`config.mk`:
```
export PLATFORM = sky130hd
export DESIGN_NAME = seq_divider_flat
export DESIGN_NICKNAME = d
export VERILOG_FILES = /design/src/rtl/seq_divider_if.sv /design/src/rtl/seq_divider.sv /design/src/flat_wrapper.sv
export SDC_FILE = /design/constraint.sdc
export NUM_CORES = 1
export LEC_CHECK = 0
export ABC_CLOCK_PERIOD_IN_PS = 6250
export CORE_MARGIN = 1.5
export CORE_UTILIZATION = 59
export CTS_CLUSTER_DIAMETER = 30
export DETAILED_ROUTE_END_ITERATION = 12
export PLACE_DENSITY_LB_ADDON = 0.25
export SYNTH_ARGS = -nofsm -noshare
export SYNTH_HDL_FRONTEND = slang
export SYNTH_SLANG_ARGS = --single-unit
```
`constraint.sdc`:
```
create_clock -name clk -period 6.25 [get_ports clk]
set_input_delay 0.625 -clock clk [delete_from_list [all_inputs] [get_ports clk]]
set_output_delay 0.625 -clock clk [all_outputs]
set_load 0.03 [all_outputs]
```
`src/rtl/seq_divider_if.sv`:
```
// Handshake and data bundle between the CPU54 control unit and seq_divider.
// The control unit is the master. It drives the request and the operands.
// The divider is the slave. It returns the quotient, the remainder and the status flags.
interface seq_divider_if;
    logic        start;
    logic        is_signed;
    logic [31:0] dividend;
    logic [31:0] divisor;
    logic [31:0] q;
    logic [31:0] r;
    logic        busy;
    logic        done;

    modport master (
        output start, is_signed, dividend, divisor,
        input  q, r, busy, done
    );

    modport slave (
        input  start, is_signed, dividend, divisor,
        output q, r, busy, done
    );
endinterface

```
`src/rtl/seq_divider.sv`:
```
// Multi-cycle radix-2 restoring divider for DIV/DIVU.
// The result loads LO (q) and HI (r).
//
// state | meaning
// IDLE  | waiting for start; q/r hold the last result
// RUN   | 32 restoring steps, one per cycle
// FIX   | apply signs / divide-by-zero result, write q/r, pulse done
module seq_divider (
    input  logic          clk,
    input  logic          reset,
    seq_divider_if.slave  bus
);
    typedef enum logic [1:0] {IDLE, RUN, FIX} state_t;

    state_t      state_q, state_d;
    logic [4:0]  cnt_q, cnt_d;
    // The partial remainder is always below the divisor magnitude, so 32 stored bits suffice.
    // The 33rd bit appears only in the shifted trial value.
    logic [31:0] rem_q, rem_d;
    logic [31:0] quo_q, quo_d;      // dividend magnitude shifting out, quotient bits shifting in
    logic [31:0] dvs_q, dvs_d;      // divisor magnitude
    logic [31:0] orig_q, orig_d;    // raw dividend, returned as r on divide-by-zero
    logic        q_neg_q, q_neg_d;
    logic        r_neg_q, r_neg_d;
    logic        div0_q, div0_d;
    logic [31:0] q_q, q_d;
    logic [31:0] r_q, r_d;
    logic        done_q, done_d;

    logic [31:0] a_mag, b_mag;
    logic [32:0] shift_w, trial_w;

    assign a_mag   = (bus.is_signed && bus.dividend[31]) ? (~bus.dividend + 32'd1) : bus.dividend;
    assign b_mag   = (bus.is_signed && bus.divisor[31])  ? (~bus.divisor + 32'd1)  : bus.divisor;
    assign shift_w = {rem_q, quo_q[31]};
    assign trial_w = shift_w - {1'b0, dvs_q};

    assign bus.q    = q_q;
    assign bus.r    = r_q;
    assign bus.done = done_q;
    assign bus.busy = (state_q != IDLE);

    // Next-state, datapath step and result write-back.
    always_comb begin
        state_d = state_q;
        cnt_d   = cnt_q;
        rem_d   = rem_q;
        quo_d   = quo_q;
        dvs_d   = dvs_q;
        orig_d  = orig_q;
        q_neg_d = q_neg_q;
        r_neg_d = r_neg_q;
        div0_d  = div0_q;
        q_d     = q_q;
        r_d     = r_q;
        done_d  = 1'b0;
        case (state_q)
            IDLE: begin
                if (bus.start) begin
                    quo_d   = a_mag;
                    dvs_d   = b_mag;
                    orig_d  = bus.dividend;
                    q_neg_d = bus.is_signed & (bus.dividend[31] ^ bus.divisor[31]);
                    r_neg_d = bus.is_signed & bus.dividend[31];
                    div0_d  = (bus.divisor == 32'd0);
                    rem_d   = 32'd0;
                    cnt_d   = 5'd0;
                    state_d = RUN;
                end
            end
            RUN: begin
                if (!trial_w[32]) begin
                    rem_d = trial_w[31:0];
                    quo_d = {quo_q[30:0], 1'b1};
                end else begin
                    rem_d = shift_w[31:0];
                    quo_d = {quo_q[30:0], 1'b0};
                end
                cnt_d = cnt_q + 5'd1;
                if (cnt_q == 5'd31) begin
                    state_d = FIX;
                end
            end
            FIX: begin
                if (div0_q) begin
                    q_d = 32'hFFFF_FFFF;
                    r_d = orig_q;
                end else begin
                    q_d = q_neg_q ? (~quo_q + 32'd1) : quo_q;
                    r_d = r_neg_q ? (~rem_q + 32'd1) : rem_q;
                end
                done_d  = 1'b1;
                state_d = IDLE;
            end
            default: state_d = IDLE;
        endcase
    end

    // State and datapath registers with synchronous reset.
    always_ff @(posedge clk) begin
        if (reset) begin
            state_q <= IDLE;
            cnt_q   <= 5'd0;
            rem_q   <= 32'd0;
            quo_q   <= 32'd0;
            dvs_q   <= 32'd0;
            orig_q  <= 32'd0;
            q_neg_q <= 1'b0;
            r_neg_q <= 1'b0;
            div0_q  <= 1'b0;
            q_q     <= 32'd0;
            r_q     <= 32'd0;
            done_q  <= 1'b0;
        end else begin
            state_q <= state_d;
            cnt_q   <= cnt_d;
            rem_q   <= rem_d;
            quo_q   <= quo_d;
            dvs_q   <= dvs_d;
            orig_q  <= orig_d;
            q_neg_q <= q_neg_d;
            r_neg_q <= r_neg_d;
            div0_q  <= div0_d;
            q_q     <= q_d;
            r_q     <= r_d;
            done_q  <= done_d;
        end
    end
endmodule
```
`src/flat_wrapper.sv`:
```
// flat-port wrapper written by rule: the top's interface ports become plain ports
module seq_divider_flat 
  (clk, reset, bus_start, bus_is_signed, bus_dividend, bus_divisor, bus_q, bus_r, bus_busy, bus_done);
  seq_divider_if bus_i ();
  input  logic clk;
  input  logic reset;
  input wire logic [$bits(bus_i.start)-1:0] bus_start;
  input wire logic [$bits(bus_i.is_signed)-1:0] bus_is_signed;
  input wire logic [$bits(bus_i.dividend)-1:0] bus_dividend;
  input wire logic [$bits(bus_i.divisor)-1:0] bus_divisor;
  output wire logic [$bits(bus_i.q)-1:0] bus_q;
  output wire logic [$bits(bus_i.r)-1:0] bus_r;
  output wire logic [$bits(bus_i.busy)-1:0] bus_busy;
  output wire logic [$bits(bus_i.done)-1:0] bus_done;
  assign bus_i.start = bus_start;
  assign bus_i.is_signed = bus_is_signed;
  assign bus_i.dividend = bus_dividend;
  assign bus_i.divisor = bus_divisor;
  assign bus_q = bus_i.q;
  assign bus_r = bus_i.r;
  assign bus_busy = bus_i.busy;
  assign bus_done = bus_i.done;
  seq_divider u_core (.clk(clk), .reset(reset), .bus(bus_i));
endmodule
```
* Yosys cells after proc, flatten, opt, wreduce, memory -nomap -nowiden *
Cells that the tools add are included.

storage, ports and cells
  bits of input ports = 68
  bits in latches = 0
  ROM bits = 0
  bits in writable memories = 0
  register bits after elaboration = 203
  word-level logic and storage cells = 57
  memories kept = 0

cells by class
  reduce and logical (&&, ||, !) cells = 9
  div/mod/pow operators = 0
  multiplexer cells = 18
  bitwise gates (word level) = 7
  $lt $le $gt $ge = 0
  $mul = 0
  add/sub/neg operators = 6
  equality and inequality tests = 5
  shift operators = 0

operators by type and width
  cell                                                                   count
  32-bit two-way mux                                                     9
  32-bit by 1-bit adder with 32-bit output, second input constant        4
  32-bit NOT                                                             4
  32-bit case mux with 2 select lines                                    2
  33-bit by 32-bit subtractor with 33-bit output                         1
  32-bit zero test                                                       1
  5-bit case mux with 2 select lines                                     1
  2-bit AND reduction                                                    3
  5-bit by 1-bit adder with 5-bit output, second input constant          1
  5-bit equality test, second input constant                             1
  5-bit two-way mux                                                      1
  2-bit two-way mux                                                      2
  2-bit case mux with 2 select lines                                     1
  2-bit nonzero test                                                     2
  1-bit AND                                                              2
  2-bit by 1-bit equality test with 1-bit output, second input constant  1
  2-bit equality test, second input constant                             1
  1-bit logical AND                                                      2
  2-bit zero test                                                        1
  1-bit two-way mux                                                      2
  2-bit by 1-bit != test with 1-bit output, second input constant        1
  2-bit != test, second input constant                                   1
  1-bit XOR                                                              1

* Logic depth before layout (Yosys ltp) *
Gate-level depths: netlist (run 1).

  depth after elaboration = 5
  depth in mapped cells = 14

* Worst setup path before layout (run 1) *
OpenSTA, ideal clock, no wires.

  path type = register to register
  from = register u_core.quo_q[31]
  to = register u_core.rem_q[15]
  clock period less this slack = 3.220 ns
  setup slack = 3.030 ns
  path buffers = 1
  stages on the path, launching flop included = 15
  arrival time = 3.092 ns
  cells stage by stage = dfxtp_1 > inv_1 > ha_1 > fa_1 > nand2b_1 > a21oi_1 > nor2_2 > o21ai_2 > a211o_1 > a21o_1 > a311oi_4 > xnor2_2 > buf_6 > mux2i_1 > o21ai_1

between the ends
  longest elaborated chain between the ends = 3

RTL lines
  element                                         RTL line            text
  start: declaration                              seq_divider.sv:20   logic [31:0] quo_q, quo_d;
  start signal: assignment                        seq_divider.sv:118  quo_q <= quo_d;
  33-bit by 32-bit subtractor with 33-bit output  seq_divider.sv:36   assign trial_w = shift_w - {1'b0, dvs_q};
  32-bit two-way mux                              seq_divider.sv:72   if (!trial_w[32]) begin
  32-bit case mux with 2 select lines             seq_divider.sv:57   case (state_q)
  end signal: assignment                          seq_divider.sv:117  rem_q <= rem_d;
  end: declaration                                seq_divider.sv:19   logic [31:0] rem_q, rem_d;

No other way between the ends.
A chain may end at the register's enable or synchronous reset.

* Worst setup path in the final report (run 1) *
  from = register u_core.rem_q[22]
  to = register u_core.rem_q[3]

between the ends
  longest elaborated chain between the ends = 3

RTL lines
  element                                         RTL line
  33-bit by 32-bit subtractor with 33-bit output  seq_divider.sv:36
  32-bit two-way mux                              seq_divider.sv:72
  32-bit case mux with 2 select lines             seq_divider.sv:57

No other way between the ends.

==> results_dict.tcl, run 1 <==
set metrics [dict create \
    slowest_delay_ns 0.51 \
    track_usage_pct 32.94 \
    vdd_ir_drop_max_v 0.0003193 \
    fin_crit_sh_pct 59.94 \
    cpMostUsedCell "a221o_1" \
    post_cts_buffers 0 \
    drt_iter0_markers 1162 \
    grt_max_degree 107 \
    startpoint_type "flop" \
    place.gp.congestion 0.9625 \
    rsz0062_at_grt "no" \
    crit_slowest_cell "a311oi_4" \
    ys_warn_count 0 \
    dp_hpwl_mm 23.76 \
    syn_area_per_cell_um2 7.740 \
    worstSetupEndpointType "flop" \
    drv_slew 0 \
    powerDensity_mw_per_mm2 472.5 \
    timing.rr.end "u_core.rem_q[3]" \
    antenna_found_initial 0 \
    grt.met1_usage_pct 41.20 \
    die_x_um 144.5 \
    syn_to_final_growth_pct 23.93 \
    vias_per_cell 6.058 \
    dpl_cell_area_mm2 0.01322 \
    ys_types 65 \
    min_to "u_core.bus.r[13]" \
    final_common_cell "nand2_1" \
    hold_ws_ns 0.4519 \
    wl_per_cell_um 17.93 \
    drtPass1Iterations 5 \
    critPathTopFamily "compound AO/OA/AOI/OAI gates" \
    finalSetupViolations 0 \
    fill_cells 1506 \
    root_buffer "clkbuf_16" \
    r2r-start "u_core.rem_q[22]" \
    hold_path_class "flop to flop" \
    io_pins 134 \
    ys_async_sr_fraction_pct 0 \
    grt_overflow 0 \
    status "finished clean" \
    grt_pass1_wl_mm 54.65 \
    p_leak_nw 5.472 \
    netlist_area_mm2 0.01181 \
    cp.arrival_ns 4.10 \
    final_cells 1920 \
    h-tree-depth 2 \
    vias 11630 \
    hold_start "u_core.bus.r[13]" \
    drt.antenna.violating_nets 0 \
    rows 51 \
    cts-resized-gates 0 \
    critPathBufInv 1 \
    path_clk_slew_ns 0.05 \
    core_mm2 0.01953 \
    drive_gt1_share_pct 6.469 \
    die_h_um 144.5 \
    wl_mm 34.42 \
    critPathMaxFanout 28 \
    drv_cap 0 \
    synth_nets 1633 \
    hold_viol 0 \
    die_area_mm2 0.02088 \
    drcViolationCount 0 \
    initial_utilization_pct 60.49 \
    io_buffers 133 \
    finalCriticalPeriod_ns 3.746 \
    required_ns 6.61 \
    grt_pass1_vias 10910 \
    path_class "flop to flop" \
    synth_seq_cells 203 \
    finClkSkew_ns 0.02209 \
    numCtsBuffers 42 \
    whs_path_depth 2 \
    synthCells 1526 \
    layout_common_cells "nand2_1, dfxtp_1, a21oi_1, clkdlybuf4s50_1, nor2_1" \
    reg2reg_depth 11 \
    tns_ns 0 \
    dpl.cell_count 1841 \
    final_util_pct 74.96 \
    cts_tree "built" \
    worstMarginPinSlew_ns 1.089 \
    use_met2_pct 57.57 \
    fin_area_mm2 0.01464 \
    grt_use_met3_pct 4.503 \
    cts_hold_repair.buffers 0 \
    critPathLaunch "u_core.rem_q[22]" \
    ys.flop_type "dfxtp_1" \
    seq_area_frac_synth_pct 34.41 \
    grt.busiest_layer "met2" \
    cts_sinks 203 \
    synth-edff-count 0 \
    nets 1727 \
    rrSetupSlack_ns 2.50 \
    fmax_ghz 0.2669 \
    cts_buffer_depth 3 \
    slew_headroom_pct 27.38 \
    cp_cell_sequence "ha_1 -> a21oi_1 -> o21ai_1 -> a221o_1 -> a221o_1 -> a21o_1 -> a311oi_4 -> xnor2_4 -> buf_4 -> mux2i_1 -> o21ai_0" \
    insertion_delay_ns 0.53 \
]
[cell usage after synthesis, drive strengths merged (18+ instances only)]
library cell	n	area [um2]
nand2	262	983.4
dfxtp	203	4064
a21oi	147	735.7
nor2	116	437.9
o21ai	103	519.3
xnor2	78	690.7
clkbuf	77	290.3
xor2	68	595.6
inv	48	180.2
ha	38	475.5
mux2i	30	300.3
a22oi	29	217.7
o31ai	29	217.7
a211oi	28	210.2
nor3	28	140.1
o22ai	23	143.9
nand2b	18	120.1
nand3	18	90.09
[worst min-delay path, stage by stage (launching register included)]
cell	delay (ns)
dfxtp_1	0.30
nand2_1	0.05
a21oi_1	0.05
[where the power goes]
| group | switching (mW) | internal [mW] |
|---|---|---|
| registers | 0.243 | 1.44 |
| logic | 1.73 | 1.30 |
| clock network | 0.737 | 1.46 |
[flip-flops by register name, summed over array words and instances, names as in the netlist, 2 cells and up]
signal,count
u_core.bus.q,32
u_core.bus.r,32
u_core.dvs_q,32
u_core.orig_q,32
u_core.quo_q,32
u_core.rem_q,32
u_core.cnt_q,5
u_core.state_q,2
[kinds of logic after synthesis]
group | Yosys count | share of synthesized area [%]
fa+ha+maj | 39 | 4.195
flops | 203 | 34.41
simple gates | 521 | 19.85
mux | 30 | 2.542
buf+inv | 142 | 4.650
xor+xnor | 146 | 10.89
compound gates | 445 | 23.46
[metal layers]
metal,vias to the layer above,share of wire (%)
met3,95,6.9
met5,-,0
li1,5584,-
met2,497,49
met4,0,3.1
met1,5455,41
[worst max path at each step]
stage                       end  slack, ns  cells after the start
2_1_floorplan  u_core.rem_q[15]       3.03                     14
3_3_place_gp   u_core.dvs_q[24]       2.43                      9
3_5_place_dp   u_core.dvs_q[24]       2.32                      9
4_1_cts         u_core.rem_q[3]       2.53                     11
5_1_grt         u_core.rem_q[3]       2.28                     11
6_report        u_core.rem_q[3]       2.50                     11
[metrics by stage]
stage / power (mW) / worst slack [ns]
floorplan: 3.992 / 3.030
global placement: 4.582 / 2.432
detailed placement: 4.659 / 2.317
CTS: 6.874 / 2.526
global route: 7.294 / 2.277
finish: 6.916 / 2.504
[layout make-up]
type	instances	area [um2]	share of cell area, %
Antenna cell	1	2.502	0.01710
Clock buffer	53	1142	7.804
Clock inverter	25	275.3	1.881
Inverter	48	180.2	1.231
Multi-Input combinational cell	1181	7229	49.39
Sequential cell	203	4065	27.77
Tap cell	265	331.6	2.265
Timing Repair Buffer	144	1411	9.642
Note: power is estimated with default switching activity, not from simulation.
==> run 2, diff against run 1 <==
--- a/config.mk
+++ b/config.mk
@@ -5,9 +5,9 @@
 export SDC_FILE = /design/constraint.sdc
 export NUM_CORES = 1
 export LEC_CHECK = 0
-export ABC_CLOCK_PERIOD_IN_PS = 6250
+export ABC_CLOCK_PERIOD_IN_PS = 3400
 export CORE_MARGIN = 1.5
-export CORE_UTILIZATION = 59
+export CORE_UTILIZATION = 52
 export CTS_CLUSTER_DIAMETER = 30
 export DETAILED_ROUTE_END_ITERATION = 12
 export PLACE_DENSITY_LB_ADDON = 0.25
==> constraint.sdc (replaced) <==
create_clock -name clk -period 3.4 [get_ports clk]
set_input_delay 0.34 -clock clk [delete_from_list [all_inputs] [get_ports clk]]
set_output_delay 0.34 -clock clk [all_outputs]
set_load 0.03 [all_outputs]
==> run 2 against run 1 <==
Total power is 100% higher. Die area is 13% higher. Worst hold slack worse by 0.18 ns. First-iteration DRC count is 14% lower. Clock power is 110% higher. Routed wire length is 0.17% lower. Final cell count is 3.5% higher. Sequential share of layout area is 1.2 points lower. Worst setup slack worse by 2.4 ns. Combinational power is 110% higher. Via count is 0.13% higher. Count of clock-buffer cells in the layout stayed put. Largest power group unchanged. Highest routed layer is now met5.
==> results_dict.tcl, run 2 (synthesis results as in run 1) <==
set metrics [dict create \
    worstMarginPinSlew_ns 0.9879 \
    drt.antenna.violating_nets 0 \
    cp.arrival_ns 3.67 \
    critPathTopFamily "compound AO/OA/AOI/OAI gates" \
    r2r-start "u_core.quo_q[31]" \
    root_buffer "clkbuf_16" \
    fmax_ghz 0.3052 \
    path_class "flop to flop" \
    cts_sinks 203 \
    grt_pass1_wl_mm 54.97 \
    p_int_mw 8.887 \
    wl_per_cell_um 17.29 \
    hold_path_class "input port to flop" \
    status "finished clean" \
    nets 1781 \
    path_clk_slew_ns 0.05 \
    dpl.cell_count 1905 \
    finalSetupViolations 0 \
    vdd_ir_drop_max_v 0.0006422 \
    io_pins 134 \
    pwr-share-seq_pct 21.2 \
    dp_hpwl_mm 24.50 \
    hold_viol 0 \
    p_leak_nw 5.861 \
    antenna_cells 0 \
    critPathBufInv 2 \
    track_usage_pct 28.60 \
    tns_ns 0 \
    die_x_um 153.7 \
    slowest_delay_ns 0.42 \
    fin_crit_sh_pct 96.36 \
    layout_common_cells "nand2_1, dfxtp_1, a21oi_1, clkdlybuf4s50_1, nor2_1" \
    drive_gt1_share_pct 9.959 \
    grt_max_degree 71 \
    insertion_delay_ns 0.53 \
    cts_buffer_depth 3 \
    die_h_um 153.7 \
    final_cells 1987 \
    vias_per_cell 5.861 \
    reg2reg_depth 14 \
    place.gp.congestion 0.9318 \
    hold_start "reset" \
    wl_mm 34.37 \
    h-tree-depth 2 \
    syn_to_final_growth_pct 29.71 \
    slew_headroom_pct 34.05 \
    crit_slowest_cell "fa_1" \
    finClkSkew_ns 0.01943 \
    drv_slew 0 \
    critPathMaxFanout 15 \
    io_buffers 133 \
    p_clk_share_pct 33.6 \
    initial_utilization_pct 53.62 \
    swShare_pct 36.74 \
    worstSetupEndpointType "flop" \
    powerDensity_mw_per_mm2 916.9 \
    drtPass1Iterations 5 \
    required_ns 3.79 \
    grt_overflow 0 \
    core_mm2 0.02203 \
    final_common_cell "nand2_1" \
    startpoint_type "flop" \
    timing.rr.end "u_core.rem_q[5]" \
    whs_path_depth 2 \
    numCtsBuffers 43 \
    antenna_found_initial 1 \
    rows 54 \
    drcViolationCount 0 \
    totalPowerFinal_mw 14.05 \
    drv_cap 0 \
    cp_cell_sequence "inv_1 -> ha_1 -> fa_1 -> nand2b_1 -> a21oi_2 -> nor2_2 -> o21ai_2 -> a211o_1 -> a21o_1 -> a311oi_4 -> xnor2_4 -> buf_12 -> mux2i_2 -> o2bb2ai_1" \
    drt_iter0_markers 1003 \
    grt_pass1_vias 10750 \
    finalCriticalPeriod_ns 3.276 \
    vias 11650 \
    switchingPower_mw 5.161 \
    rrSetupSlack_ns 0.12 \
    die_area_mm2 0.02363 \
    cts_tree "built" \
    min_to "u_core.state_q[0]" \
    p_comb_share_pct 45.2 \
]
==> run 2: cell types whose count changed in the layout (fill, tap and decap cells not counted), moves of 2 or more <==
cell / previous run / this run
a21oi_1: 147 / 144
a21oi_2: 0 / 3
buf_4: 12 / 64
bufinv_16: 4 / 11
clkbuf_1: 6 / 1
clkbuf_16: 42 / 44
clkbuf_8: 5 / 8
clkinv_2: 8 / 4
clkinvlp_4: 5 / 3
==> run 2: how the worst max path moves through the flow <==
stage | slack [ns] | cells after the start | start | endpoint
after floorplan | 0.18 | 14 | u_core.quo_q[31] | u_core.rem_q[15]
after CTS | 0.01 | 14 | u_core.quo_q[31] | u_core.rem_q[5]
after detailed placement | -0.05 | 9 | bus_divisor[8] | u_core.dvs_q[29]
after global routing | -0.03 | 13 | u_core.quo_q[31] | u_core.rem_q[30]
after global placement | -0.006 | 11 | bus_divisor[8] | u_core.dvs_q[31]
final | 0.12 | 14 | u_core.quo_q[31] | u_core.rem_q[5]
==> run 2: power by group through the flow <==
| stage | logic, mW | clock network [mW] | registers (mW) |
|---|---|---|---|
| detailed placement | 5.97 | 0 | 3.01 |
| floorplan | 4.40 | 0 | 2.93 |
| global placement | 5.87 | 0 | 2.99 |
| CTS | 6.05 | 4.75 | 2.97 |
| global route | 6.89 | 4.88 | 3.01 |
| finish | 6.35 | 4.72 | 2.98 |
==> run 2: cell type report <==
cell class | instances | area (um2)
flip-flops and latches | 203 | 4065
fillers | 1748 | 6705
well taps | 280 | 350.3
clock buffers | 53 | 1215
inverters | 48 | 180.2
repair buffers | 197 | 1822
multi-input cells | 1181 | 7247
clock inverters | 25 | 441.7
==> run 2: stage by stage <==
| stage | instance area (um2) | hold WS [ns] | util (%) | worst slack, ns |
|---|---|---|---|---|
| after floorplan | 11810 | 0.4360 | - | 0.1802 |
| after global placement | 13620 | 0.4438 | 61.82 | -0.006416 |
| after detailed placement | 13620 | 0.4471 | 61.82 | -0.05180 |
| after CTS | 15270 | 0.2642 | 69.34 | 0.01426 |
| after global routing | 15320 | 0.2983 | 69.56 | -0.02609 |
| final | 15320 | 0.2745 | 69.56 | 0.1237 |
==> run 2: layer usage <==
metal  up-vias  share of wire [%]  track usage [%]
met1      5438                 42            36.27
met4         2                2.6            10.82
met5         -              0.038                0
li1       5699                  -                -
met3        64                7.7            5.581
met2       443                 48            48.07
==> run 2: timing repair <==
action,CTS,global route
setup endpoints to repair,0,28
buffers inserted,0,4
hold buffers,0,0
gates resized for setup,0,5
